## src/rtl/ptw_arbiter_pkg.sv

```systemverilog
`default_nettype none
// ============================================================================
//  Module      : ptw_arbiter_pkg
//  Description : Shared state encodings, default widths and helpers for the
//                page-table-walker arbiter.
//  Revision    : 1.0  initial release
// ============================================================================
package ptw_arbiter_pkg;

    localparam int c_PTWA_VPN_WIDTH = 20;
    localparam int c_PTWA_PTE_WIDTH = 32;

    typedef enum logic [1:0] {
        PTWA_IDLE   = 2'd0,
        PTWA_ISSUE  = 2'd1,
        PTWA_WAIT   = 2'd2,
        PTWA_RETURN = 2'd3
    } ptwa_state_e;

    function automatic int ptwa_id_w(input int n);
        return (n <= 2) ? 1 : $clog2(n);
    endfunction

endpackage
`default_nettype wire

```

## src/rtl/ptw_arbiter_rr.sv

```systemverilog
`default_nettype none
// ============================================================================
//  Module      : ptw_rr_arbiter
//  Description : Round-robin picker with a priority pointer that advances
//                past the winner on each update strobe.
//  Revision    : 1.0  initial release
// ============================================================================
module ptw_rr_arbiter #(
    parameter int NUM_REQ = 2,
    parameter int ID_W    = 1
) (
    input  logic               clk,
    input  logic               rst,
    input  logic [NUM_REQ-1:0] req_i,
    input  logic               update_i,
    output logic [NUM_REQ-1:0] grant_o,
    output logic [ID_W-1:0]    grant_id_o,
    output logic               any_o
);

    logic [ID_W-1:0] r_ptr;
    logic [ID_W:0]   w_sum;
    logic [ID_W-1:0] w_idx;

    // Scan from the pointer upward, wrapping at NUM_REQ; first hit wins.
    always_comb begin
        any_o      = 1'b0;
        grant_id_o = '0;
        grant_o    = '0;
        w_sum      = '0;
        w_idx      = '0;
        for (int k = 0; k < NUM_REQ; k++) begin
            w_sum = {1'b0, r_ptr} + (ID_W+1)'(k);
            if (w_sum >= (ID_W+1)'(NUM_REQ)) begin
                w_sum = w_sum - (ID_W+1)'(NUM_REQ);
            end
            w_idx = w_sum[ID_W-1:0];
            if (!any_o && req_i[w_idx]) begin
                any_o      = 1'b1;
                grant_id_o = w_idx;
            end
        end
        if (any_o) begin
            grant_o[grant_id_o] = 1'b1;
        end
    end

    always_ff @(posedge clk) begin
        if (rst) begin
            r_ptr <= '0;
        end else if (update_i && any_o) begin
            r_ptr <= (grant_id_o == ID_W'(NUM_REQ-1)) ? '0 : grant_id_o + ID_W'(1);
        end
    end

endmodule
`default_nettype wire

```

## src/rtl/ptw_arbiter.sv

```systemverilog
`default_nettype none
// ============================================================================
//  Module      : ptw_arbiter
//  Description : Shares one page-table walker between NUM_REQ TLB controllers,
//                one walk outstanding, responses routed back to the owner.
//  Revision    : 1.0  initial release
// ============================================================================
module ptw_arbiter
    import ptw_arbiter_pkg::*;
#(
    parameter int NUM_REQ   = 2,
    parameter int VPN_WIDTH = c_PTWA_VPN_WIDTH,
    parameter int PTE_WIDTH = c_PTWA_PTE_WIDTH,
    localparam int ID_W     = ptwa_id_w(NUM_REQ)
) (
    input  logic                         clk,
    input  logic                         rst,
    input  logic [NUM_REQ-1:0]           req_valid_i,
    output logic [NUM_REQ-1:0]           req_ready_o,
    input  logic [NUM_REQ*VPN_WIDTH-1:0] req_vpn_i,
    output logic [NUM_REQ-1:0]           resp_valid_o,
    input  logic [NUM_REQ-1:0]           resp_ready_i,
    output logic [PTE_WIDTH-1:0]         resp_pte_o,
    output logic                         resp_fault_o,
    output logic                         ptw_req_valid_o,
    input  logic                         ptw_req_ready_i,
    output logic [VPN_WIDTH-1:0]         ptw_req_vpn_o,
    input  logic                         ptw_resp_valid_i,
    output logic                         ptw_resp_ready_o,
    input  logic [PTE_WIDTH-1:0]         ptw_resp_pte_i,
    input  logic                         ptw_resp_fault_i,
    output logic                         busy_o,
    output logic [ID_W-1:0]              grant_id_o
);

    ptwa_state_e           r_state;
    logic [ID_W-1:0]       r_grant_id;
    logic [VPN_WIDTH-1:0]  r_vpn;
    logic [PTE_WIDTH-1:0]  r_pte;
    logic                  r_fault;

    logic [NUM_REQ-1:0]    w_grant;
    logic [ID_W-1:0]       w_win_id;
    logic                  w_any;
    logic                  w_idle;
    logic                  w_take;
    logic [VPN_WIDTH-1:0]  w_vpn_sel;

    assign w_idle = (r_state == PTWA_IDLE);
    assign w_take = w_idle && w_any;

    ptw_rr_arbiter #(
        .NUM_REQ (NUM_REQ),
        .ID_W    (ID_W)
    ) u_rr (
        .clk        (clk),
        .rst        (rst),
        .req_i      (req_valid_i),
        .update_i   (w_take),
        .grant_o    (w_grant),
        .grant_id_o (w_win_id),
        .any_o      (w_any)
    );

    always_comb begin
        w_vpn_sel = '0;
        for (int i = 0; i < NUM_REQ; i++) begin
            if (w_win_id == ID_W'(i)) begin
                w_vpn_sel = req_vpn_i[i*VPN_WIDTH +: VPN_WIDTH];
            end
        end
    end

    always_ff @(posedge clk) begin
        if (rst) begin
            r_state    <= PTWA_IDLE;
            r_grant_id <= '0;
            r_vpn      <= '0;
            r_pte      <= '0;
            r_fault    <= 1'b0;
        end else begin
            case (r_state)
                PTWA_IDLE: begin
                    if (w_any) begin
                        r_vpn      <= w_vpn_sel;
                        r_grant_id <= w_win_id;
                        r_state    <= PTWA_ISSUE;
                    end
                end
                PTWA_ISSUE: begin
                    if (ptw_req_ready_i) begin
                        r_state <= PTWA_WAIT;
                    end
                end
                PTWA_WAIT: begin
                    if (ptw_resp_valid_i) begin
                        r_pte   <= ptw_resp_pte_i;
                        r_fault <= ptw_resp_fault_i;
                        r_state <= PTWA_RETURN;
                    end
                end
                PTWA_RETURN: begin
                    if (resp_ready_i[r_grant_id]) begin
                        r_state <= PTWA_IDLE;
                    end
                end
                default: r_state <= PTWA_IDLE;
            endcase
        end
    end

    // Every output is forced low while rst is asserted, even mid-walk.
    always_comb begin
        req_ready_o      = '0;
        resp_valid_o     = '0;
        resp_pte_o       = '0;
        resp_fault_o     = 1'b0;
        ptw_req_valid_o  = 1'b0;
        ptw_req_vpn_o    = '0;
        ptw_resp_ready_o = 1'b0;
        busy_o           = 1'b0;
        grant_id_o       = '0;
        if (!rst) begin
            req_ready_o      = w_idle ? w_grant : '0;
            resp_pte_o       = r_pte;
            resp_fault_o     = r_fault;
            ptw_req_valid_o  = (r_state == PTWA_ISSUE);
            ptw_req_vpn_o    = r_vpn;
            ptw_resp_ready_o = (r_state == PTWA_WAIT);
            busy_o           = !w_idle;
            grant_id_o       = r_grant_id;
            if (r_state == PTWA_RETURN) begin
                resp_valid_o[r_grant_id] = 1'b1;
            end
        end
    end

endmodule
`default_nettype wire

```

## config.mk

```make
export PLATFORM = sky130hd
export DESIGN_NAME = ptw_arbiter
export DESIGN_NICKNAME = d
export VERILOG_FILES = /design/src/rtl/ptw_arbiter_pkg.sv /design/src/rtl/ptw_arbiter_rr.sv /design/src/rtl/ptw_arbiter.sv
export SDC_FILE = /design/constraint.sdc
export NUM_CORES = 1
export LEC_CHECK = 0
export BUFFER_PORTS_ARGS = -buffer_cell sky130_fd_sc_hd__buf_2
export CORE_UTILIZATION = 45
export DETAILED_ROUTE_END_ITERATION = 16
export GPL_TIMING_DRIVEN = 0
export PLACE_DENSITY = 0.8
export SLEW_MARGIN = 10
export SYNTH_ARGS = -nofsm -noshare
export SYNTH_HDL_FRONTEND = slang
export SYNTH_SLANG_ARGS = --single-unit
```

## constraint.sdc

```tcl
create_clock -name clk -period 1.9 [get_ports clk]
set_clock_uncertainty 0.1 [all_clocks]
set_input_delay 0.38 -clock clk [delete_from_list [all_inputs] [get_ports clk]]
set_output_delay 0.38 -clock clk [all_outputs]
set_load 0.01 [all_outputs]
```

==> results.toml <==
[synthesis]
synth_fp_nets = 405
synthCells = 320
syn_area_um2 = 2630
syn_avg_cell_area_um2 = 8.219
synth_mux_area_frac = 0.04948
synth_compound_area_frac = 0.1579
synth-simple-area-share = 0.2873
ys_warn_count = 0
async_reset_ff_frac = 0
post_synth_xor_area_fraction = 0
ys.flop_type = "dfxtp_1"
synth_fa_ha_area_frac = 0.01903
synth_cell_types = 27
synth_top_family_by_area = "simple AND/OR/NAND/NOR gates"
yosysSeqAreaShare = 0.4339
ys_ff_latch = 57
synth_edf_count = 0

[cts]
cts_tree = "done"
clk_pin_slew_ns = 0.06
cts_root_buf = "clkbuf_8"
worstSkewPairLatency_ns = 0.32
cts.sinks = 57
h-tree-depth = 3
clk_path_buf_depth = 2
cts_buffers = 9

[global_routing]
grt_max_degree = 11
grt_pass1_vias = 2396
gr-usage-all-layers = 0.2269
antenna_found_initial = 0
overflow = 0
grt_pass1_wl_um = 10830

[placement]
dpl.hpwl_um = 4997
io_buffer_count = 141
pre_cts_slack_ns = -0.2998
placed_cells = 533
place_congestion = 0.7580

[layout]
layout_common_cells = "148 x buf_2, 69 x nand2_1, 55 x dfxtp_1"
layout_commonest_cell = "buf_2"
layout-drive-gt1-share = 0.4012
fill_cells = 491
areaGrowthSynthToFinish_pct = 41.06
final_cells = 553
final_net_count = 561
diodes = 0

[power]
powerDensity_nw_per_um2 = 1018
p_leak_nw = 1.822
peakVddDrop_v = 0.0006422

[floorplan]
fp.dieW_um = 78.45
coreArea_um2 = 5574
start_util = 0.4718
dieArea_um2 = 6154
ioPinCount = 142
rows = 27
die_y_um = 78.45

[setup_path]
cp_data_required_time_ns = 1.42
worstPathArrival_ns = 1.37
end_kind = "output port"
critPathLaunchType = "flip-flop"
crit_fanout = 6
critical_path_class = "reg -> out"

[sta]
fin_ws_ns = 0.05330
finalHoldViolCount = 0
fin_crit_sh = 0.9719
slew_violations = 0
tightest_slew_ns = 0.4495
min_period_ns = 1.847
fmax_ghz = 0.5415
holdWs_ns = 0.1756
tns_ns = 0
setup_viol = 0
maxSlewHeadroom = 0.7003
rsz0062_at_grt = "yes"

[drt]
wire_per_inst_um = 12.29
drtAntennaViolNets = 0
drc_errors = 0
drtPass1Iterations = 4
vias = 2656
postRouteWirelength_um = 6796
drt_iter0_markers = 31
via_per_inst = 4.803

[outcome]
outcome = "complete, no violations"

[hold_path]
hold_class = "in -> reg"

[flow_run]
drv_cap = 0
timing repair:
item                       4_1_cts  5_1_grt
pin swaps                        1        1
hold buffers                     0        0
setup endpoints to repair       47       17
resized for setup               17       10
setup buffers                    2        3
flip-flops by register name, indices dropped and copies added, names as in the netlist:
name,cells
r_fault,1
r_state,2
r_vpn,20
r_grant_id,1
u_rr.r_ptr,1
r_pte,32
logic make-up (layout without fill, tap and decap cells):
| group | count (synthesis) | count (layout) |
|---|---|---|
| flops | 57 | 57 |
| simple gates | 153 | 153 |
| compound gates | 63 | 63 |
| mux | 13 | 13 |
| fa+ha+maj | 4 | 4 |
| buf+inv | 30 | 191 |
power by group:
group          leakage [nW]  switching (mW)  internal (mW)
sequential            0.467           0.119           1.45
combinational          1.26           0.626          0.599
clock                0.0932           0.445          0.538
metal layers:
metal	track usage	vias up	part of all wire
met3	0.05116	11	0.063
met4	0.09444	0	0.017
met5	0	-	0
met1	0.2744	1163	0.45
met2	0.3860	114	0.47
li1	-	1368	-
layout make-up:
class	count	area, µm²	share of cell area
Multi-Input combinational cell	233	1384	0.3730
Sequential cell	57	1149	0.3096
Timing Repair Buffer	146	755.7	0.2037
Clock buffer	13	158.9	0.04283
Buffer	23	130.1	0.03508
Tap cell	72	90.09	0.02428
Inverter	6	27.53	0.007420
Clock inverter	3	15.01	0.004047
through the flow:
step / instance area [µm²] / total power [mW] / util
final: 3710 / 3.777 / 0.6655
after global routing: 3710 / 4.009 / 0.6655
after CTS: 3656 / 3.721 / 0.6559
after global placement: 3426 / 2.645 / 0.6146
after floorplan: 2630 / 2.300 / -
after detailed placement: 3426 / 2.688 / 0.6146
worst max-delay path: stages, from the launching register on:
cell	delay, ns
dfxtp_4	0.36
inv_4	0.06
ha_4	0.16
nand3_2	0.07
a21oi_2	0.15
buf_4	0.15
buf_6	0.09
cell usage after synthesis, types with 2 or more instances:
library cell | n | area share
dfxtp_1 | 57 | 0.43
mux2i_1 | 13 | 0.049
clkbuf_1 | 8 | 0.011
buf_2 | 14 | 0.027
inv_1 | 4 | 0.0057
nor2b_1 | 54 | 0.13
inv_2 | 2 | 0.0029
o21ai_1 | 3 | 0.0057
ha_1 | 4 | 0.019
a221o_1 | 9 | 0.034
and2_1 | 12 | 0.029
nand2_1 | 69 | 0.098
a21oi_1 | 36 | 0.069
nor3b_1 | 2 | 0.0057
nor2_1 | 13 | 0.019
a211oi_1 | 9 | 0.026
final timing paths:
| check | start | end | slack [ns] | cells past startpoint |
|---|---|---|---|---|
| worst min register to register | r_pte[19]$_SDFFE_PP0P_ | r_pte[19]$_SDFFE_PP0P_ | 0.35 | 2 |
| worst min-delay path | req_vpn_i[28] | r_vpn[8]$_SDFFE_PP0P_ | 0.18 | 2 |
| worst max register to register | r_state[0]$_SDFFE_PP0P_ | r_pte[7]$_SDFFE_PP0P_ | 0.24 | 6 |
| worst max-delay path | r_state[1]$_SDFFE_PP0P_ | req_ready_o[0] | 0.05 | 6 |
(Power assumes the default switching activity.)
